[src/rtl/nx_fifo_pf_pkg.sv]
// Shared constants and helpers for the FIFO read-side prefetcher.
package nx_fifo_pf_pkg;

    localparam int unsigned RD_LAT_MIN = 1;
    localparam int unsigned RD_LAT_MAX = 3;
    localparam int unsigned PERF_CNT_W = 16;

    // Width of a counter that must hold 0..depth inclusive.
    function automatic int unsigned pf_cnt_w(input int unsigned depth);
        return $clog2(depth + 1);
    endfunction

endpackage

[src/rtl/nx_fifo_rd_prefetch_if.sv]
// FIFO-controller read port plus valid/ready output stream of the prefetcher.
interface nx_fifo_rd_prefetch_if #(
    parameter int unsigned DATA_W = 32
);
    logic              fifo_empty;
    logic              fifo_ren;
    logic [DATA_W-1:0] fifo_rdata;
    logic              out_valid;
    logic              out_ready;
    logic [DATA_W-1:0] out_data;

    modport master (
        input  fifo_empty, fifo_rdata, out_ready,
        output fifo_ren, out_valid, out_data
    );

    modport slave (
        output fifo_empty, fifo_rdata, out_ready,
        input  fifo_ren, out_valid, out_data
    );
endinterface

[src/rtl/nx_fifo_pf_buf.sv]
// Circular register FIFO with flush, arbitrary (non power of two) depth and
// a head output taken straight from registers.
module nx_fifo_pf_buf #(
    parameter int unsigned DATA_W = 32,
    parameter int unsigned DEPTH  = 2
) (
    input  logic              clk,
    input  logic              rst,
    input  logic              flush,
    input  logic              push,
    input  logic [DATA_W-1:0] push_data,
    input  logic              pop,
    output logic              head_valid,
    output logic [DATA_W-1:0] head_data
);

    localparam int unsigned PTR_W = (DEPTH > 1) ? $clog2(DEPTH) : 1;
    localparam int unsigned CNT_W = $clog2(DEPTH + 1);

    logic [DATA_W-1:0] mem_q [DEPTH];
    logic [DATA_W-1:0] mem_d [DEPTH];
    logic [PTR_W-1:0]  wr_ptr_q, wr_ptr_d;
    logic [PTR_W-1:0]  rd_ptr_q, rd_ptr_d;
    logic [CNT_W-1:0]  cnt_q, cnt_d;
    logic              pop_ok;

    // Wrap explicitly at DEPTH-1 since DEPTH need not be a power of two.
    function automatic logic [PTR_W-1:0] ptr_inc(input logic [PTR_W-1:0] p);
        return (p == PTR_W'(DEPTH - 1)) ? '0 : p + PTR_W'(1);
    endfunction

    always_comb begin
        mem_d    = mem_q;
        wr_ptr_d = wr_ptr_q;
        rd_ptr_d = rd_ptr_q;
        cnt_d    = cnt_q;
        pop_ok   = pop && (cnt_q != '0);
        if (flush) begin
            wr_ptr_d = '0;
            rd_ptr_d = '0;
            cnt_d    = '0;
        end else begin
            if (push) begin
                mem_d[wr_ptr_q] = push_data;
                wr_ptr_d        = ptr_inc(wr_ptr_q);
            end
            if (pop_ok) begin
                rd_ptr_d = ptr_inc(rd_ptr_q);
            end
            cnt_d = cnt_q + CNT_W'(push) - CNT_W'(pop_ok);
        end
    end

    always_ff @(posedge clk) begin
        if (rst) begin
            mem_q    <= '{default: '0};
            wr_ptr_q <= '0;
            rd_ptr_q <= '0;
            cnt_q    <= '0;
        end else begin
            mem_q    <= mem_d;
            wr_ptr_q <= wr_ptr_d;
            rd_ptr_q <= rd_ptr_d;
            cnt_q    <= cnt_d;
        end
    end

    assign head_valid = (cnt_q != '0);
    assign head_data  = mem_q[rd_ptr_q];

endmodule

[src/rtl/nx_fifo_rd_prefetch.sv]
// Read-side prefetcher: issues credit-limited reads and streams returned words.
// Optional perf counters (stall_cnt/starve_cnt) under NX_FIFO_RD_PREFETCH_PERF_EN.
module nx_fifo_rd_prefetch
    import nx_fifo_pf_pkg::*;
#(
    parameter int unsigned DATA_W     = 32,
    parameter int unsigned RD_LATENCY = 1,
    parameter int unsigned PF_DEPTH   = RD_LATENCY + 1
) (
    input  logic                              clk,
    input  logic                              rst,
    input  logic                              clear,
    nx_fifo_rd_prefetch_if.master             bus,
    output logic [pf_cnt_w(PF_DEPTH)-1:0]     pf_used
`ifdef NX_FIFO_RD_PREFETCH_PERF_EN
  , output logic [PERF_CNT_W-1:0]             stall_cnt
  , output logic [PERF_CNT_W-1:0]             starve_cnt
`endif
);

    localparam int unsigned CNT_W = pf_cnt_w(PF_DEPTH);

    logic [CNT_W-1:0]      used_q, used_d;
    logic [RD_LATENCY-1:0] vld_pipe_q, vld_pipe_d;
    logic [CNT_W-1:0]      used_after_pop;
    logic                  pop_c;
    logic                  ren_c;
    logic                  push_c;

    assign pop_c  = bus.out_valid && bus.out_ready;
    assign push_c = vld_pipe_q[RD_LATENCY-1] && !clear;

    // Credit check: in-flight plus buffered words, net of this cycle's pop.
    always_comb begin
        used_after_pop = used_q - CNT_W'(pop_c);
        ren_c          = !bus.fifo_empty && !clear && !rst &&
                         (used_after_pop < CNT_W'(PF_DEPTH));
    end

    always_comb begin
        used_d     = used_q;
        vld_pipe_d = vld_pipe_q;
        if (clear) begin
            used_d     = '0;
            vld_pipe_d = '0;
        end else begin
            used_d     = used_q + CNT_W'(ren_c) - CNT_W'(pop_c);
            vld_pipe_d = (vld_pipe_q << 1) | RD_LATENCY'(ren_c);
        end
    end

    always_ff @(posedge clk) begin
        if (rst) begin
            used_q     <= '0;
            vld_pipe_q <= '0;
        end else begin
            used_q     <= used_d;
            vld_pipe_q <= vld_pipe_d;
        end
    end

    assign bus.fifo_ren = ren_c;
    assign pf_used      = used_q;

    nx_fifo_pf_buf #(
        .DATA_W (DATA_W),
        .DEPTH  (PF_DEPTH)
    ) u_buf (
        .clk        (clk),
        .rst        (rst),
        .flush      (clear),
        .push       (push_c),
        .push_data  (bus.fifo_rdata),
        .pop        (pop_c),
        .head_valid (bus.out_valid),
        .head_data  (bus.out_data)
    );

`ifdef NX_FIFO_RD_PREFETCH_PERF_EN
    logic [PERF_CNT_W-1:0] stall_q, stall_d;
    logic [PERF_CNT_W-1:0] starve_q, starve_d;

    // Saturating counters of consumer back-pressure and producer starvation.
    always_comb begin
        stall_d  = stall_q;
        starve_d = starve_q;
        if (clear) begin
            stall_d  = '0;
            starve_d = '0;
        end else begin
            if (bus.out_valid && !bus.out_ready && (stall_q != '1)) begin
                stall_d = stall_q + PERF_CNT_W'(1);
            end
            if (!bus.out_valid && bus.out_ready && (starve_q != '1)) begin
                starve_d = starve_q + PERF_CNT_W'(1);
            end
        end
    end

    always_ff @(posedge clk) begin
        if (rst) begin
            stall_q  <= '0;
            starve_q <= '0;
        end else begin
            stall_q  <= stall_d;
            starve_q <= starve_d;
        end
    end

    assign stall_cnt  = stall_q;
    assign starve_cnt = starve_q;
`endif

endmodule
[src/flat_wrapper.sv]
// flat-port wrapper written by rule: the top's interface ports become plain ports
module nx_fifo_rd_prefetch_flat import nx_fifo_pf_pkg::*;
#(
    parameter int unsigned DATA_W     = 32,
    parameter int unsigned RD_LATENCY = 1,
    parameter int unsigned PF_DEPTH   = RD_LATENCY + 1
)
  (clk, rst, clear, pf_used, bus_fifo_empty, bus_fifo_rdata, bus_out_ready, bus_fifo_ren, bus_out_valid, bus_out_data);
  nx_fifo_rd_prefetch_if #(.DATA_W(DATA_W)) bus_i ();
  input  logic clk;
  input  logic rst;
  input  logic clear;
  output logic [pf_cnt_w(PF_DEPTH)-1:0] pf_used;
  input wire logic [$bits(bus_i.fifo_empty)-1:0] bus_fifo_empty;
  input wire logic [$bits(bus_i.fifo_rdata)-1:0] bus_fifo_rdata;
  input wire logic [$bits(bus_i.out_ready)-1:0] bus_out_ready;
  output wire logic [$bits(bus_i.fifo_ren)-1:0] bus_fifo_ren;
  output wire logic [$bits(bus_i.out_valid)-1:0] bus_out_valid;
  output wire logic [$bits(bus_i.out_data)-1:0] bus_out_data;
  assign bus_i.fifo_empty = bus_fifo_empty;
  assign bus_i.fifo_rdata = bus_fifo_rdata;
  assign bus_i.out_ready = bus_out_ready;
  assign bus_fifo_ren = bus_i.fifo_ren;
  assign bus_out_valid = bus_i.out_valid;
  assign bus_out_data = bus_i.out_data;
  nx_fifo_rd_prefetch #(.DATA_W(DATA_W), .RD_LATENCY(RD_LATENCY), .PF_DEPTH(PF_DEPTH)) u_core (.clk(clk), .rst(rst), .clear(clear), .bus(bus_i), .pf_used(pf_used));
endmodule
[config.mk]
export PLATFORM = sky130hd
export DESIGN_NAME = nx_fifo_rd_prefetch_flat
export DESIGN_NICKNAME = d
export VERILOG_FILES = /design/src/rtl/nx_fifo_pf_pkg.sv /design/src/rtl/nx_fifo_rd_prefetch_if.sv /design/src/rtl/nx_fifo_pf_buf.sv /design/src/rtl/nx_fifo_rd_prefetch.sv /design/src/flat_wrapper.sv
export SDC_FILE = /design/constraint.sdc
export NUM_CORES = 1
export LEC_CHECK = 0
export ABC_AREA = 1
export ABC_CLOCK_PERIOD_IN_PS = 3950
export BUFFER_PORTS_ARGS = -buffer_cell sky130_fd_sc_hd__buf_2
export CAP_MARGIN = 15
export CORE_ASPECT_RATIO = 1.2
export CORE_MARGIN = 1
export CORE_UTILIZATION = 55
export DETAILED_ROUTE_END_ITERATION = 8
export PLACE_DENSITY_LB_ADDON = 0.3
export SLEW_MARGIN = 20
export SYNTH_ARGS = -nofsm -noshare
export SYNTH_HDL_FRONTEND = slang
export SYNTH_HIERARCHICAL = 1
export SYNTH_SLANG_ARGS = --single-unit
[constraint.sdc]
create_clock -name clk -period 3.95 [get_ports clk]
set_input_delay 0.1975 -clock clk [delete_from_list [all_inputs] [get_ports clk]]
set_output_delay 0.1975 -clock clk [all_outputs]
set_load 0.005 [all_outputs]
==> metrics.txt, run 1 <==
# placed instances=585; Resize count post-CTS=0; Switching Fraction=0.225; internal power=1.05 mW; total gr overflow=0; grt peak-use layer=met2; clock power share=0.406; number of remaining DRC errors=4; initial antenna violation count=0; Setup TNS=0 ns; period utilization=0.610; area leader, netlist=dfxtp_1; Worst EP required=4.22 ns; Starting Density=0.587; PwrDens=370 nW/um2; All-Layer GR Usage=0.225; routing usage on met3=0.0629; critical path endpoint category=flop; Worst R2R End=u_core/u_buf/mem_q[16]; Antenna Nets Post-Route=0; Avg Vias per Cell=4.84; Comb pwr share=0.060; Max Buffers Root-to-Sink=2; synth top area cells=dfxtp_1, nor2_1, nand2_1, o21ai_0, inv_1; met2 usage=0.382; post-synthesis cell type count=21; Post-Synthesis Cells=475; antenna cells=0; #FFs+latches synth=71; final hold vios=0; fraction of layout cells with a size suffix above 1=0.181; Syn. warnings=6; critical path launch point type=flop; largest net degree at the start of global routing=67; I/O Pins=73; vias in the first global route=2542; syn_area_per_cell=6.68 um2; port bufs=72; VDD IR max=0.000232 V; Leak=1.84 nW; reg2reg path depth=6; status=complete, but fails checks; syn_nets=516; P&R area growth vs syn=15.6%; Hold Crit Depth=3; crit path from=u_core/vld_pipe_q; via count=2911; reg2reg setup slack=1.54 ns; Synth Cell Area=3170 um2; CTS Root Cell=clkbuf_8; Max Cap Viol=0; routed len/inst=10.6 um; total iterations of the first detailed-routing run=7; fin area=3670 um2; CTS hold repair buffers=0; final worst path period need=2.41 ns; share of the synthesized area in the top cell type=0.448; reported net switching power=306 uW; unrepaired setup endpoints after global routing=no; CTS tree=done; min-delay worst type=input port to flop; Non-Filler Instances=602; placed inst area=3460 um2; Rows=29; Worst EP arrival=2.68 ns; clock slew at reported path FFs=0.07 ns; Worst Path Max Fanout=33; Critical R2R Launch=u_core/vld_pipe_q; Final Slew Violations=0; fin nets=576; drt total wl=6.40 mm; CTS Buf Count=9; met1 Use GR=0.265; Worst-Margin Slew=0.998 ns; max_slew headroom=0.334; failing checks=DRC; register share of total power=0.534; insertion delay to the later sink of the worst-skew pair=0.34 ns; Final setup viols=0; Final GP Congestion=0.779; Seq/Total Area, Yosys=0.448; CP endpoint=u_core/u_buf/mem_q[16]; first-pass GRT wire length=10.8 mm; DR iter-0 viols=238; H-tree Lvls=3; Core Area=5410 um2; Crit Path Class=flop to flop; clock skew=0.00489 ns; Max Freq=415 MHz; Die H=85.2 um; DP HPWL=4.14 mm; fill count=514; Die Footprint=6080 um2; DIE WIDTH=71.3 um; Setup Buffers After CTS=0; Clock Sinks=71
## state kept, by name (all words and copies together), names as in the netlist
signal,flops
u_core/u_buf/mem_q,64
u_core/u_buf/rd_ptr_q,1
u_core/u_buf/cnt_q,2
u_core/pf_used,2
u_core/u_buf/wr_ptr_q,1
u_core/vld_pipe_q,1
## logic make-up (layout without fill, tap and decap cells)
| kind of cell | after synthesis | count (layout) | share of synthesized area |
|---|---|---|---|
| DFF | 71 | 71 | 0.448 |
| xor gates and xnor gates | 1 | 1 | 0.00276 |
| and+or+nand+nor | 256 | 256 | 0.315 |
| AOI/OAI and AO/OA | 67 | 67 | 0.106 |
| buffers and inverters | 76 | 141 | 0.112 |
| adders and majority gates | 4 | 4 | 0.0158 |
## worst max-delay path, stage by stage, from the launching register on
cell	delay (ns)
dfxtp_1	0.31
inv_1	0.04
nor2_1	0.26
nand3_2	0.52
inv_1	0.95
nor2_1	0.11
nor2_1	0.15
## power by group through the flow
stage               Clock [mW]  Combinational (mW)  Sequential, mW
floorplan                    0              0.0440           0.743
global placement             0              0.0789           0.743
detailed placement           0              0.0806           0.743
CTS                      0.566              0.0812           0.727
global route             0.599              0.0923           0.726
finish                   0.552              0.0809           0.726
## stage by stage
stage          utilization  hold WS, ns  setup slack, ns  power, mW
4_1_cts              0.676       0.0792             1.58       1.37
3_3_place_gp         0.640        0.435             1.60      0.822
2_1_floorplan            -        0.273             2.39      0.787
3_5_place_dp         0.640        0.442             1.55      0.824
5_1_grt              0.679       0.0873             1.31       1.42
6_report             0.679       0.0955             1.54       1.36
## routing by layer
metal	wire length, um	up-vias
li1	-	1556
met1	2900	1273
met2	3060	73
met3	350	9
met4	99	0
met5	0	-
## synthesized netlist by cell type (all sizes together)
cell	instances
clkbuf	11
a21oi	2
clkinv	1
dfxtp	71
o21a	1
inv	49
xnor2	1
nand3	6
nand3b	2
ha	4
nor2	138
buf	15
o21ai	64
nor3b	1
nand2	109
## final cells by class
class,instances,area (um2),area share
multi-input cells,328,1400,0.381
flip-flops and latches,71,1430,0.388
well taps,62,77.6,0.0211
clock inverters,2,12.5,0.00341
clock buffers,14,183,0.0498
repair buffers,75,387,0.105
inverters,50,188,0.0512
## layout by cell type (no fill, tap or decap)
cell type   instances
nor2_1            137
dfxtp_1            70
buf_4               2
clkinv_2            1
nand2_2             1
buf_6               1
clkinvlp_4          1
nand2_1           108
xnor2_1             1
buf_2              72
inv_1              46
nor3b_1             1
clkbuf_8           13
o21a_1              1
dfxtp_4             1
ha_1                4
nand3b_1            2
nand3_1             4
nand3_2             2
a21oi_1             2
inv_2               3
clkinv_1            1
o21ai_0            64
nor2_4              1
clkbuf_1            1
## how the worst min path moves through the flow
stage | from | endpoint | slack, ns
after global placement | bus_fifo_rdata[4] | u_core/u_buf/mem_q[36] | 0.43
after floorplan | clear | u_core/pf_used[0] | 0.27
after detailed placement | bus_fifo_rdata[4] | u_core/u_buf/mem_q[36] | 0.44
after global routing | bus_fifo_rdata[27] | u_core/u_buf/mem_q[59] | 0.09
after CTS | bus_fifo_rdata[27] | u_core/u_buf/mem_q[59] | 0.08
final | bus_fifo_rdata[30] | u_core/u_buf/mem_q[62] | 0.1
(Power assumes the default switching activity.)
==> inputs of run 2 (changes only) <==
ABC_CLOCK_PERIOD_IN_PS = 2400   (was 3950)
CORE_UTILIZATION = 53   (was 55)
clock period = 2.4 ns   (was 3.95 ns; I/O delays follow)
==> run 2 against run 1 <==
Compared with the run above: the flow now finishes without violations; critical path depth shrank 2; critical path type is now flop to primary output; setup slack worse by 0.89 ns; global-route usage decreased by 1.1 points; clock skew is 0.0015 ns lower; register-to-register slack worse by 0.85 ns; count of clock-buffer cells in the layout is 4 lower; final cell count is 3.5% higher; combinational power up 67%; total power rose by 63%; largest power group unchanged; hold slack worse by 0.080 ns.
==> metrics.txt, run 2 (synthesis gave the netlist of run 1 again) <==
Worst Hold Launch=bus_fifo_rdata[27]; Max Buffers Root-to-Sink=2 (unchanged); final hold vios=0 (unchanged); Final setup viols=0 (unchanged); CTS Buf Count=9 (unchanged); Worst-Margin Slew=0.641 ns (-0.357 ns); DR iter-0 viols=189 (-21%); final worst path period need=1.75 ns; clock skew=0.00336 ns (-0.00153 ns); CTS hold repair buffers=0 (unchanged); status=finished clean; Worst EP arrival=1.63 ns (-1.05 ns); fraction of layout cells with a size suffix above 1=0.186 (+0.00452); Rows=30 (+3.4%); Switching Fraction=0.224 (-0.000798); DR WL met2=2.95 mm (-3.4%); total gr overflow=0 (unchanged); Max Cap Viol=0 (unchanged); All-Layer GR Usage=0.214 (-0.0112); Resize count post-CTS=0 (unchanged); max_slew headroom=0.572 (+0.239); fin nets=580 (+0.69%); Comb pwr share=0.061 (about the same); max FFs per register=64 (unchanged); Die H=86.8 um (+1.8%); VDD IR max=0.000388 V (+68%); fill count=523 (+1.8%); fin util=0.652 (-0.0261); insertion delay to the later sink of the worst-skew pair=0.33 ns (about the same); clock slew at reported path FFs=0.07 ns (about the same); largest net degree at the start of global routing=45 (-33%); via count=2881 (-1.0%); reported net switching power=496 uW (+62%); Most flops, register=u_core/u_buf/mem_q; vias in the first global route=2518 (-0.94%); CTS tree=done; port bufs=72 (unchanged); Final GP Congestion=0.847 (+8.7%); P&R area growth vs syn=17.3%; clock power share=0.398 (-0.008); Core Area=5710 um2 (+5.5%); Post-Route M1 WL=3.07 mm (+5.8%); DIE WIDTH=72.6 um (+1.8%); initial antenna violation count=0 (unchanged); Clock Sinks=71 (unchanged); Antenna Nets Post-Route=0 (unchanged); PwrDens=594 nW/um2 (+60%); internal power=1.72 mW (+63%); drt total wl=6.33 mm (-1.2%); Critical R2R Launch=u_core/u_buf/cnt_q[1]; routed len/inst=10.2 um (-4.5%); commonest cells after routing, fill and taps aside=nor2_1, nand2_1, buf_2, dfxtp_1, o21ai_0; DP HPWL=4.22 mm (+2.0%); most common cell after layout, fill and taps aside=nor2_1; Die Footprint=6300 um2 (+3.7%); unrepaired setup endpoints after global routing=no; total iterations of the first detailed-routing run=4 (-3); number of remaining DRC errors=0 (-4); H-tree Lvls=3 (unchanged); Starting Density=0.556 (-0.0308); period utilization=0.728; antenna cells=0 (unchanged); critical path endpoint category=primary output; first-pass GRT wire length=10.5 mm (-2.1%); Avg Vias per Cell=4.62 (-4.4%); min-delay worst type=input port to flop; register share of total power=0.541 (+0.007); Worst EP required=2.28 ns (-1.94 ns); Worst Path Max Fanout=37 (+12%); Crit Path Class=flop to primary output; CTS Root Cell=clkbuf_8; Max Freq=572 MHz; Setup Buffers After CTS=0 (unchanged); crit path from=u_core/u_buf/rd_ptr_q; critical path launch point type=flop; met3 wire length=215 um (-39%); Final Slew Violations=0 (unchanged); Setup TNS=0 ns (unchanged); Leak=1.86 nW (+1.2%); I/O Pins=73 (unchanged); top sig layer=met4
[run 2: cell count changes in the layout (fill, tap and decap cells not counted), moves of 2 or more]
| cell | previous run | this run |
|---|---|---|
| clkinv_2 | 1 | 4 |
| buf_12 | 0 | 2 |
| buf_4 | 2 | 5 |
| clkbuf_8 | 13 | 9 |
[run 2: layout make-up]
type                       count  area [um2]  area share
timing repair buffer          79         438       0.118
clock inverter                 5        50.0      0.0134
tap                           80         100      0.0269
clock buffer                  10         128      0.0343
inverter                      50         188      0.0504
sequential                    71        1420       0.382
multi-input combinational    328        1400       0.375
[run 2: power groups by stage]
stage | sequential (mW) | clock, mW | combinational, mW
after floorplan | 1.22 | 0 | 0.0725
after global placement | 1.22 | 0 | 0.133
after detailed placement | 1.22 | 0 | 0.135
after CTS | 1.20 | 0.911 | 0.136
after global routing | 1.20 | 0.960 | 0.154
final | 1.20 | 0.881 | 0.135
[run 2: worst max-delay path, cell delays in order, from the launching register on]
cell	delay, ns
dfxtp_2	0.74
buf_12	0.25
nand2_1	0.06
o21ai_0	0.09
buf_2	0.15
[run 2: worst paths after layout]
path | cells after the start | slack (ns) | end
max reg2reg | 14 | 0.69 | u_core/pf_used[1]
min reg2reg | 2 | 0.48 | u_core/u_buf/mem_q[5]
min | 3 | 0.02 | u_core/u_buf/mem_q[59]
max | 4 | 0.65 | bus_out_data[12]
[run 2: stage by stage]
step | setup WS, ns | std cells | total power, mW | hold slack [ns] | area, um2
2_1_floorplan | 0.835 | 475 | 1.29 | 0.195 | 3170
3_3_place_gp | 0.812 | 608 | 1.36 | 0.356 | 3540
3_5_place_dp | 0.744 | 608 | 1.36 | 0.362 | 3540
4_1_cts | 0.641 | 623 | 2.24 | 0.00487 | 3720
5_1_grt | 0.517 | 623 | 2.31 | 0.0155 | 3720
6_report | 0.652 | 623 | 2.21 | 0.0158 | 3720
[run 2: metal layers]
metal  track usage  vias up
li1              -     1562
met1         0.263     1256
met2         0.359       56
met3        0.0326        7
met4         0.112        0
met5             0        -
==> inputs of run 3 (changes only) <==
ABC_CLOCK_PERIOD_IN_PS = 1500   (was 2400)
CORE_UTILIZATION = 48   (was 53)
clock period = 1.5 ns   (was 2.4 ns; I/O delays follow)
==> run 3 against run 2 <==
Compared with the run above: global-route usage is 1.5 points higher; flip-flop and latch count stayed put; register-to-register slack worse by 0.82 ns; sequential power is 59% higher; count of clock-buffer cells in the layout increased by 1; critical path type is now flop to flop; clock power is 68% higher; largest power group unchanged; critical path depth rose by 9; the flow now finishes with violations (setup timing).
==> metrics.txt, run 3 (synthesis gave the netlist of run 1 again) <==
failing checks=setup timing; clock slew at reported path FFs=0.07 ns (about the same); H-tree Lvls=3 (unchanged); DIE WIDTH=76.2 um (+4.9%); largest net degree at the start of global routing=57 (+27%); initial antenna violation count=0 (unchanged); DR iter-0 viols=178 (-5.8%); Final GP Congestion=0.691 (-18%); CTS Root Cell=clkbuf_8; setup ws final=-0.127 ns (-0.779 ns); Most flops, register=u_core/u_buf/mem_q; Worst-Margin Slew=0.245 ns (-0.396 ns); Setup TNS=-0.258 ns (-0.258 ns); fin area=4330 um2 (+16%); port bufs=72 (unchanged); Max Freq=615 MHz; Worst EP required=1.74 ns (-0.54 ns); Core Area=6410 um2 (+12%); Max Buffers Root-to-Sink=2 (unchanged); Clock Sinks=71 (unchanged); unrepaired setup endpoints after global routing=yes; Final setup viols=4 (+4); Antenna Nets Post-Route=0 (unchanged); fin nets=631 (+8.8%); total iterations of the first detailed-routing run=4 (unchanged); period utilization=1.08; Crit Path Class=flop to flop; CTS tree=done; first-pass GRT wire length=12.7 mm (+21%); All-Layer GR Usage=0.228 (+0.0149); antenna cells=0 (unchanged); min-delay worst type=input port to flop; total gr overflow=0 (unchanged); Final Slew Violations=0 (unchanged); Leak=2.10 nW (+13%); most common cell after layout, fill and taps aside=nor2_1; Starting Density=0.495 (-0.0608); final worst path period need=1.63 ns; Rows=32 (+6.7%); VDD IR max=0.000559 V (+44%); P&R area growth vs syn=36.4%; fraction of layout cells with a size suffix above 1=0.240 (+0.0543); routed len/inst=10.9 um (+7.7%); I/O Pins=73 (unchanged); vias in the first global route=2994 (+19%); clock skew=0.00858 ns (+0.00521 ns); Avg Vias per Cell=4.66 (+0.81%); Worst EP arrival=1.87 ns (+0.24 ns); drt total wl=7.44 mm (+18%); Die H=91.1 um (+5.0%); DP HPWL=4.35 mm (+3.1%); final hold vios=0 (unchanged); Worst Path Max Fanout=4 (-89%); Die Footprint=6940 um2 (+10%); critical path endpoint category=flop; Max Cap Viol=0 (unchanged); insertion delay to the later sink of the worst-skew pair=0.34 ns (about the same); critical path launch point type=flop; placed inst area=3640 um2 (+2.6%); PwrDens=855 nW/um2 (+44%); WHS=0.00370 ns (-0.0121 ns); status=complete, but fails checks; commonest cells after routing, fill and taps aside=nor2_1, nand2_1, buf_2, dfxtp_1, o21ai_0; max FFs per register=64 (unchanged); pre-CTS setup slack=-0.138 ns (-0.881 ns); max_slew headroom=0.836 (+0.264); CTS Buf Count=9 (unchanged); via count=3170 (+10%); fill count=582 (+11%); number of remaining DRC errors=0 (unchanged)
## run 3: area by class of cell
cell class | instances | area (um2) | area share
flip-flops and latches | 71 | 1430 | 0.329
well taps | 85 | 106 | 0.0246
clock inverters | 5 | 58.8 | 0.0136
repair buffers | 130 | 920 | 0.212
multi-input cells | 328 | 1500 | 0.346
inverters | 50 | 190 | 0.0439
clock buffers | 11 | 131 | 0.0304
## run 3: path summary, 6_finish.rpt
path         cells after the start  slack [ns]                    from                     end
max                             13       -0.13   u_core/u_buf/cnt_q[0]       u_core/pf_used[1]
min                              4       0.004                   clear       u_core/pf_used[1]
max reg2reg                     13       -0.13   u_core/u_buf/cnt_q[0]       u_core/pf_used[1]
min reg2reg                      2        0.48  u_core/u_buf/mem_q[11]  u_core/u_buf/mem_q[11]
## run 3: stage by stage
| stage | utilization | instances | total power [mW] |
|---|---|---|---|
| 5_1_grt | 0.676 | 680 | 3.87 |
| 3_5_place_dp | 0.568 | 622 | 2.18 |
| 4_1_cts | 0.663 | 677 | 3.73 |
| 3_3_place_gp | 0.568 | 622 | 2.18 |
| 6_report | 0.676 | 680 | 3.70 |
| 2_1_floorplan | - | 475 | 2.07 |
## run 3: layer usage
layer  vias to the layer above  wire length [um]  track usage  share of wire
li1                       1671                 -            -              -
met1                      1414              3260        0.259           0.44
met2                        72              3710        0.402           0.50
met3                        13               342       0.0523          0.046
met4                         0               123        0.109          0.017
met5                         -                 0            0              0
## run 3: worst max-delay path: stages, from the launching register on
cell and delay, ns:
dfxtp_2 0.34, inv_2 0.07, nand2_4 0.07, nand2_4 0.07
inv_4 0.04, nand3_2 0.07, nand3b_1 0.08, ha_1 0.29
inv_2 0.04, ha_4 0.15, inv_2 0.07, nand2_4 0.06
a21oi_2 0.11, nor2_1 0.05
## run 3: power by group
group	leakage [nW]	internal, mW	switching [mW]	total (mW)
combinational	1.43	0.160	0.147	0.307
clock	0.0895	0.769	0.711	1.48
sequential	0.575	1.91	0.00716	1.91
total	2.10	2.83	0.865	3.70
## run 3: repair_timing
action | 4_1_cts | 5_1_grt
pin swaps | 6 | 11
buffers inserted | 6 | 3
gates resized for setup | 13 | 13
hold endpoints to repair | 48 | 0
endpoints found under the setup margin | 4 | 4
hold buffers | 33 | 0
cloned | 0 | 0
